--- config.mk ---
export PLATFORM = sky130hd
export DESIGN_NAME = sdram_traffic_gen
export DESIGN_NICKNAME = d
export VERILOG_FILES = /design/src/rtl/sdram_traffic_gen.sv
export SDC_FILE = /design/constraint.sdc
export NUM_CORES = 1
export LEC_CHECK = 0
export ABC_CLOCK_PERIOD_IN_PS = 3500
export BUFFER_PORTS_ARGS = -buffer_cell sky130_fd_sc_hd__buf_2
export CORE_MARGIN = 2
export CORE_UTILIZATION = 51
export CTS_CLUSTER_DIAMETER = 50
export CTS_CLUSTER_SIZE = 12
export DETAILED_ROUTE_END_ITERATION = 7
export HOLD_SLACK_MARGIN = 0.1
export MAX_ROUTING_LAYER = met4
export PLACE_DENSITY_LB_ADDON = 0.12
export SLEW_MARGIN = 20
export SYNTH_ARGS = -nofsm -noshare
export SYNTH_HDL_FRONTEND = slang
export SYNTH_SLANG_ARGS = --single-unit
export TNS_END_PERCENT = 20
--- constraint.sdc ---
create_clock -name clk_100m -period 3.5 [get_ports clk_100m]
set_clock_uncertainty 0.05 [all_clocks]
set_input_delay 0.35 -clock clk_100m [delete_from_list [all_inputs] [get_ports clk_100m]]
set_output_delay 0.35 -clock clk_100m [all_outputs]
set_load 0.01 [all_outputs]
--- src/rtl/sdram_traffic_gen.sv ---
// Write/read-back traffic generator and checker for the sdram_phy user port; optional SDRAM_TG_ERR_INJECT_EN adds err_inject.
// Latency: one word per accepted ack; status registered one cycle after the DONE state.
// Backpressure: waits on sdram_busy/init_done and per-word acks; aborts after TIMEOUT_CYC idle cycles.
module sdram_traffic_gen #(
    parameter int DATA_W      = 32,
    parameter int ADDR_W      = 21,
    parameter int BURST_LEN   = 256,
    parameter int NUM_BURSTS  = 4,
    parameter int BASE_ADDR   = 0,
    parameter int ADDR_STEP   = 256,
    parameter int PATTERN     = 0,
    parameter int TIMEOUT_CYC = 4096
) (
    input  logic              clk_100m,
    input  logic              rst_n,
    input  logic              start,
    input  logic              loop_en,
`ifdef SDRAM_TG_ERR_INJECT_EN
    input  logic              err_inject,
`endif
    input  logic              sdram_init_done,
    input  logic              sdram_busy,
    output logic              sdram_wr_req,
    input  logic              sdram_wr_ack,
    output logic [ADDR_W-1:0] sys_wraddr,
    output logic [8:0]        sdwr_byte,
    output logic [DATA_W-1:0] sys_data_in,
    output logic              sdram_rd_req,
    input  logic              sdram_rd_ack,
    output logic [ADDR_W-1:0] sys_rdaddr,
    output logic [8:0]        sdrd_byte,
    input  logic [DATA_W-1:0] sys_data_out,
    output logic              tg_busy,
    output logic              done,
    output logic              pass,
    output logic              timeout,
    output logic [15:0]       err_cnt,
    output logic [ADDR_W-1:0] first_err_addr,
    output logic [15:0]       pass_cnt
);

    localparam logic [3:0] S_IDLE    = 4'd0;
    localparam logic [3:0] S_WAIT    = 4'd1;
    localparam logic [3:0] S_WR_REQ  = 4'd2;
    localparam logic [3:0] S_WR_DATA = 4'd3;
    localparam logic [3:0] S_RD_IDLE = 4'd4;
    localparam logic [3:0] S_RD_REQ  = 4'd5;
    localparam logic [3:0] S_RD_DATA = 4'd6;
    localparam logic [3:0] S_NEXT    = 4'd7;
    localparam logic [3:0] S_DONE    = 4'd8;

    localparam int TMO_W = $clog2(TIMEOUT_CYC + 1);
    localparam logic [TMO_W-1:0] TMO_LAST = TMO_W'(TIMEOUT_CYC - 1);
    localparam logic [8:0]  K_LAST  = 9'(BURST_LEN - 1);
    localparam logic [10:0] B_LAST  = 11'(NUM_BURSTS - 1);
    localparam int MASK_W = ((DATA_W + 31) / 32) * 32;
    localparam logic [MASK_W-1:0] A5_FULL = {((DATA_W + 31) / 32){32'hA5A5_A5A5}};
    localparam logic [DATA_W-1:0] A5_MASK = A5_FULL[DATA_W-1:0];

    logic [3:0]        state_q, state_d;
    logic [10:0]       burst_q, burst_d;
    logic [ADDR_W-1:0] addr_q, addr_d;
    logic [DATA_W-1:0] gbase_q, gbase_d;
    logic [8:0]        k_q, k_d;
    logic [15:0]       err_cnt_q, err_cnt_d;
    logic [ADDR_W-1:0] ferr_q, ferr_d;
    logic              ferr_seen_q, ferr_seen_d;
    logic              done_q, done_d;
    logic              pass_q, pass_d;
    logic              tmo_flag_q, tmo_flag_d;
    logic [15:0]       pass_cnt_q, pass_cnt_d;
    logic [TMO_W-1:0]  tmo_q, tmo_d;

    logic [ADDR_W-1:0] word_addr;
    logic [DATA_W-1:0] exp_word;
    logic              inj_bit;
    logic              counting;
    logic              ack;

    // Global index g = burst*BURST_LEN + k is tracked as a running base plus k.
    function automatic logic [DATA_W-1:0] pat_word(input logic [DATA_W-1:0] g,
                                                   input logic [ADDR_W-1:0] a);
        logic [DATA_W-1:0] inc;
        inc = g + DATA_W'(1);
        case (PATTERN)
            1:       return ~inc;
            2:       return DATA_W'(a) ^ A5_MASK;
            default: return inc;
        endcase
    endfunction

    assign word_addr = addr_q + ADDR_W'(k_q);
    assign exp_word  = pat_word(gbase_q + DATA_W'(k_q), word_addr);

`ifdef SDRAM_TG_ERR_INJECT_EN
    logic inject_q;
    always_ff @(posedge clk_100m or negedge rst_n) begin
        if (!rst_n) begin
            inject_q <= 1'b0;
        end else if (state_q == S_IDLE && start) begin
            inject_q <= err_inject;
        end
    end
    assign inj_bit = inject_q && (burst_q == 11'd0) && (k_q == 9'd0) && (state_q == S_WR_REQ);
`else
    assign inj_bit = 1'b0;
`endif

    assign counting = (state_q == S_WAIT) || (state_q == S_WR_REQ) || (state_q == S_WR_DATA) ||
                      (state_q == S_RD_IDLE) || (state_q == S_RD_DATA);
    // Only the ack of the active phase counts as progress.
    assign ack = (((state_q == S_WR_REQ) || (state_q == S_WR_DATA)) && sdram_wr_ack) ||
                 ((state_q == S_RD_DATA) && sdram_rd_ack);

    always_comb begin
        state_d     = state_q;
        burst_d     = burst_q;
        addr_d      = addr_q;
        gbase_d     = gbase_q;
        k_d         = k_q;
        err_cnt_d   = err_cnt_q;
        ferr_d      = ferr_q;
        ferr_seen_d = ferr_seen_q;
        done_d      = done_q;
        pass_d      = pass_q;
        tmo_flag_d  = tmo_flag_q;
        pass_cnt_d  = pass_cnt_q;
        tmo_d       = tmo_q;
        case (state_q)
            S_IDLE: begin
                if (start) begin
                    burst_d     = 11'd0;
                    addr_d      = ADDR_W'(BASE_ADDR);
                    gbase_d     = '0;
                    k_d         = 9'd0;
                    err_cnt_d   = 16'd0;
                    ferr_d      = '0;
                    ferr_seen_d = 1'b0;
                    done_d      = 1'b0;
                    pass_d      = 1'b0;
                    tmo_flag_d  = 1'b0;
                    pass_cnt_d  = 16'd0;
                    state_d     = S_WAIT;
                end
            end
            S_WAIT: begin
                if (sdram_init_done && !sdram_busy) state_d = S_WR_REQ;
            end
            S_WR_REQ, S_WR_DATA: begin
                if (sdram_wr_ack) begin
                    if (k_q == K_LAST) begin
                        k_d     = 9'd0;
                        state_d = S_RD_IDLE;
                    end else begin
                        k_d     = k_q + 9'd1;
                        state_d = S_WR_DATA;
                    end
                end
            end
            S_RD_IDLE: begin
                if (!sdram_busy) state_d = S_RD_REQ;
            end
            S_RD_REQ: state_d = S_RD_DATA;
            S_RD_DATA: begin
                if (sdram_rd_ack) begin
                    if (sys_data_out != exp_word) begin
                        if (err_cnt_q != 16'hFFFF) err_cnt_d = err_cnt_q + 16'd1;
                        if (!ferr_seen_q) begin
                            ferr_d      = word_addr;
                            ferr_seen_d = 1'b1;
                        end
                    end
                    if (k_q == K_LAST) begin
                        k_d     = 9'd0;
                        state_d = S_NEXT;
                    end else begin
                        k_d = k_q + 9'd1;
                    end
                end
            end
            S_NEXT: begin
                if (burst_q == B_LAST) begin
                    pass_cnt_d = pass_cnt_q + 16'd1;
                    if (loop_en) begin
                        burst_d = 11'd0;
                        addr_d  = ADDR_W'(BASE_ADDR);
                        gbase_d = '0;
                        state_d = S_WR_REQ;
                    end else begin
                        state_d = S_DONE;
                    end
                end else begin
                    burst_d = burst_q + 11'd1;
                    addr_d  = addr_q + ADDR_W'(ADDR_STEP);
                    gbase_d = gbase_q + DATA_W'(BURST_LEN);
                    state_d = S_WR_REQ;
                end
            end
            S_DONE: begin
                done_d  = 1'b1;
                pass_d  = (err_cnt_q == 16'd0) && !tmo_flag_q;
                state_d = S_IDLE;
            end
            default: state_d = S_IDLE;
        endcase

        if (state_d != state_q || ack || !counting) begin
            tmo_d = '0;
        end else if (tmo_q == TMO_LAST) begin
            tmo_d      = '0;
            tmo_flag_d = 1'b1;
            state_d    = S_DONE;
        end else begin
            tmo_d = tmo_q + TMO_W'(1);
        end
    end

    always_ff @(posedge clk_100m or negedge rst_n) begin
        if (!rst_n) begin
            state_q     <= S_IDLE;
            burst_q     <= 11'd0;
            addr_q      <= '0;
            gbase_q     <= '0;
            k_q         <= 9'd0;
            err_cnt_q   <= 16'd0;
            ferr_q      <= '0;
            ferr_seen_q <= 1'b0;
            done_q      <= 1'b0;
            pass_q      <= 1'b0;
            tmo_flag_q  <= 1'b0;
            pass_cnt_q  <= 16'd0;
            tmo_q       <= '0;
        end else begin
            state_q     <= state_d;
            burst_q     <= burst_d;
            addr_q      <= addr_d;
            gbase_q     <= gbase_d;
            k_q         <= k_d;
            err_cnt_q   <= err_cnt_d;
            ferr_q      <= ferr_d;
            ferr_seen_q <= ferr_seen_d;
            done_q      <= done_d;
            pass_q      <= pass_d;
            tmo_flag_q  <= tmo_flag_d;
            pass_cnt_q  <= pass_cnt_d;
            tmo_q       <= tmo_d;
        end
    end

    assign sdram_wr_req   = (state_q == S_WR_REQ);
    assign sdram_rd_req   = (state_q == S_RD_REQ);
    assign sys_wraddr     = addr_q;
    assign sys_rdaddr     = addr_q;
    assign sdwr_byte      = 9'(BURST_LEN);
    assign sdrd_byte      = 9'(BURST_LEN);
    assign sys_data_in    = exp_word ^ {{(DATA_W-1){1'b0}}, inj_bit};
    assign tg_busy        = (state_q != S_IDLE) && (state_q != S_DONE);
    assign done           = done_q;
    assign pass           = pass_q;
    assign timeout        = tmo_flag_q;
    assign err_cnt        = err_cnt_q;
    assign first_err_addr = ferr_q;
    assign pass_cnt       = pass_cnt_q;

endmodule
After elaboration in Yosys (flattened, before gate mapping). Index checks and enable logic that the tools add are counted.

Bits in registers: 147. Logic and storage cells: 129. Input bits: 40. Output and inout port bits: 151.

Add/subtract/negate cells: 10. Equality and inequality tests: 23. Muxes and demuxes: 52. Reductions and logical operators: 31.

Operators by type and width (count): $mux W21 (6); $mux W32 (3); $pmux W21 S2 (2); $mux W16 (5); $pmux W16 S2 (2); $pmux W32 S2 (1); $mux W4 (10); $mux W9 (4); $mux W11 (3); $add A16 B1 Y16 const B (2); $add A32 B1 Y32 const B (1); $add A32 B9 Y32 (1); $add A32 B9 Y32 const B (1); $ne A32 B32 Y1 (1); $pmux W4 S7 (1); $pmux W9 S3 (1); $mux W13 (2); $pmux W11 S2 (1); $add A21 B9 Y21 (1); $add A21 B9 Y21 const B (1); $eq A4 B3 Y1 const B (4); $logic_not A16 Y1 (1); $ne A16 B16 Y1 const B (1); $add A13 B1 Y13 const B (1); other kinds (28) (60).

Longest topological paths before layout.
Depth in word-level cells: 8. Mapped depth: 13.

Worst setup path before layout. No wires, ideal clock.

Kind: register -> register. Start: register gbase_q[8]. End: register ferr_q[7], in the netlist first_err_addr[7]. Data required time: 3.329 ns. Path buffers: 3. Data arrival time: 3.576 ns. Setup slack: -0.247 ns. Cell stages (with the launch flop): 14. Library setup time: 0.121 ns. Path through: dfrtp_1 > ha_1 > buf_4 > nand4_1 > o21a_1 > buf_2 > nor4_2 > o211ai_1 > or4b_1 > or4_4 > nor4b_4 > nor3_2 > buf_6 > a22o_1.

Longest elaborated chain between the ends: 5.

Ends and longest elaborated chain: start: declaration (RTL line 63) `logic [DATA_W-1:0] gbase_q, gbase_d;`; start signal: assignment (RTL line 237) `gbase_q <= gbase_d;`; $add A32 B9 Y32 (RTL line 93) `assign exp_word = pat_word(gbase_q + DATA_W'(k_q), word_addr);`; $add A32 B1 Y32 (RTL line 84) `inc = g + DATA_W'(1);`; $ne A32 B32 Y1 (RTL line 166) `if (sys_data_out != exp_word) begin`; $ne A2 B1 Y1 (no line); $reduce_and A5 Y1 (no line); end signal: assignment (RTL line 240) `ferr_q <= ferr_d;`; end: declaration (RTL line 66) `logic [ADDR_W-1:0] ferr_q, ferr_d;`.

No other way between the ends. A chain may end at the register's enable or synchronous reset.

Final worst setup path.
Start: register gbase_q[8]. End: register err_cnt_q[1], in the netlist err_cnt[1].

Longest elaborated chain between the ends: 5.

Ends and longest elaborated chain: $add A32 B9 Y32 (RTL line 93); $add A32 B1 Y32 (RTL line 84); $ne A32 B32 Y1 (RTL line 166); $ne A2 B1 Y1 (no line); $reduce_and A5 Y1 (no line); end signal: assignment (RTL line 239) `err_cnt_q <= err_cnt_d;`; end: declaration (RTL line 65) `logic [15:0] err_cnt_q, err_cnt_d;`.

No other way between the ends.

==> results.toml <==
[sta]
setup_viol = 0
hold_viol = 0
relSlewSlack_pct = 38.8
slew_viol_final = 0
max_freq_mhz = 292
tns_ns = 0
period_needed_ns = 3.43
worstMarginPinSlew_ns = 0.918
rsz0062_at_grt = "true"
post-route-period-util_pct = 98.0

[floorplanning]
placementRows = 49
core_um2 = 18000
ios = 191
chipHeight_um = 140
die_area_um2 = 19600
dieWidth_um = 140
start_util_pct = 52.3

[detailed_routing]
vias_per_cell = 6.06
first_pass_iters = 5
avgRoutedWirePerCell_um = 19.6
num_vias = 9597
drt-initial-drc-count = 800
ant_nets = 0
drt-total-wl_um = 31000
drcViolationCount = 0

[outcome]
outcome = "completed"

[global_routing]
overflow = 0
grt_pass1_wl_um = 48800
grt_pass1_vias = 8850
grtUsageTotal_pct = 32.2
antenna_found_initial = 1
grt_max_degree = 118

[synth]
syn_area_per_cell_um2 = 8.29
synthTopCellsByCount = "dfrtp_1 (131), nor2_1 (116), nand2_1 (107)"
yosys-top-cells-area = "dfrtp_1 (35%), xor2_1 (5.3%), nor2_1 (4.6%), xnor2_1 (4.5%), nand2_1 (4.3%)"
async_flop_share_pct = 100
syn_inst = 1138
syn_area_um2 = 9430
ys_ff_latch = 131
synth.distinct_cells = 77
yosysTopAreaCell = "dfrtp_1"
seq_area_frac_synth_pct = 34.8
yosysWarnings = 0
synth_edf_count = 0
synth-main-ff-cell = "dfrtp_1"
yosysTopAreaCellShare_pct = 34.8
synth.most_common_cell = "dfrtp_1"

[power_and_ir_drop]
irDropWorstVdd_v = 0.000447
power.density_nw_per_um2 = 582
switching_share_pct = 39.6
leakage_nw = 5.43
clockPowerShare_pct = 28.0
power_mw = 6.73
p_sw_mw = 2.67
comb_power_share_pct = 39.0
p_int_mw = 4.06
pwr-share-seq_pct = 33.0

[critical_path]
cp.required_ns = 3.76
critPathKind = "flip-flop to flip-flop"
end_kind = "flip-flop"
crit_arrival_ns = 3.69
worstPathMaxFanout = 5
cp-start-kind = "flip-flop"

[clock_tree]
cts.root.buffer_cell = "clkbuf_16"
tritoncts.num_buffers = 17
cts_tree = "built"
path_clk_slew_ns = 0.06
clkLatencyLatePin_ns = 0.42
h-tree-depth = 4
clock_sinks = 131
clock_path_buffers = 2

[placed_design]
hpwl_um = 23300
gp_congestion = 1.05
portBuffers = 156

[final_layout]
area_delta_synth_final_pct = 22.7
final_util_pct = 64.2
final_nets = 1391
drive_above_1_share_pct = 25.4

[run]
cap_violations = 0

[min_path]
hold_path_class = "primary input to flip-flop"
==> through the flow <==
step           hold WS, ns  std cells  setup WS [ns]  cell area (um2)
5_1_grt              0.279       1583         -0.106            11600
6_report             0.231       1583         0.0713            11600
3_5_place_dp         0.421       1545        -0.0711            10800
4_1_cts              0.101       1577        0.00584            11400
3_3_place_gp         0.411       1545        -0.0762            10800
2_1_floorplan      0.00441       1170        0.00133             9560
==> timing repair <==
| item | CTS | global route |
|---|---|---|
| hold buffers | 1 | 1 |
| endpoints found under the setup margin | 24 | 38 |
| buffers inserted | 0 | 3 |
| resized for setup | 3 | 22 |
| gates cloned | 0 | 1 |
| hold endpoints to repair | 1 | 1 |
| pin swaps | 0 | 1 |
==> cell type report <==
cell class / count / area [um2]
clock inverters: 14 / 191
fillers: 1619 / 6450
flip-flops and latches: 131 / 3280
multi-input cells: 902 / 5640
diodes: 1 / 2.50
well taps: 229 / 287
repair buffers: 273 / 1690
clock buffers: 17 / 425
inverters: 16 / 60.1
==> worst max-delay path, stage by stage (launching register included) <==
cell and delay [ns]:
dfrtp_2 0.42, ha_4 0.27, and4_1 0.25, a31oi_2 0.22
or3_1 0.48, xnor2_2 0.24, nand2b_1 0.09, or4_4 0.55
nor4b_4 0.26, buf_4 0.18, nor2_2 0.04, a32o_1 0.26
==> power by group through the flow <==
| stage | clock network [mW] | logic [mW] | registers (mW) |
|---|---|---|---|
| after floorplan | 0 | 1.62 | 2.16 |
| after global placement | 0 | 2.52 | 2.22 |
| after detailed placement | 0 | 2.52 | 2.23 |
| after CTS | 1.91 | 2.55 | 2.21 |
| after global routing | 1.98 | 2.85 | 2.27 |
| final | 1.89 | 2.62 | 2.22 |
==> routing by layer <==
layer	up-vias	global-route usage [%]	wire [um]
met5	-	-	0
met3	68	5.95	2470
li1	4471	-	-
met4	0	11.1	1060
met1	4578	44.7	13500
met2	480	47.7	14000
==> registers in the layout (all words and copies together), names as in the netlist, 9 cells and up <==
signal,cells
gbase_q,24
first_err_addr,21
err_cnt,16
pass_cnt,16
sys_rdaddr,13
tmo_q,13
burst_q,11
k_q,9
==> cell families (layout without fill, tap and decap cells) <==
| logic type | Yosys count | in the layout | synth area share, % |
|---|---|---|---|
| xor gates and xnor gates | 107 | 107 | 10.2 |
| other | 2 | 35 | 0.0796 |
| adders and majority gates | 10 | 10 | 1.33 |
| buffers and inverters | 137 | 320 | 7.96 |
| AOI/OAI and AO/OA | 258 | 258 | 18.1 |
| muxes | 9 | 9 | 1.01 |
| DFF | 131 | 131 | 34.8 |
| and+or+nand+nor | 484 | 484 | 26.5 |
==> layout by cell type (no fill, tap or decap), drive strengths merged, types with 6 or more instances in the layout <==
cell type  count
and4           9
nor2         116
nand2b         7
or2            8
a22oi          6
a21oi         41
a2111oi        6
ha            10
and2          10
dfrtp        131
nor3          31
o2111ai        6
xnor2         48
or3           13
a31oi         31
o31ai          9
nand2        107
nand3         55
nor3b          7
nor2b          8
conb          34
inv           23
nor4b          7
buf          270
nor4          17
nand4         42
o2bb2ai        6
xor2          57
a22o          30
or4            6
and3          28
o21ai         77
clkbuf        18
==> final timing paths <==
check                           start           to  slack [ns]  depth (start not counted)
min                             start         done        0.23                          4
max in group asynchronous       rst_n  pass_cnt[1]        2.11                          3
min in group asynchronous       rst_n     tmo_q[2]        0.59                          2
max reg2reg                gbase_q[8]   err_cnt[1]        0.07                         11
max                        gbase_q[8]   err_cnt[1]        0.07                         11
min reg2reg                      done         done        0.45                          2
Note: power is estimated with default switching activity, not from simulation.
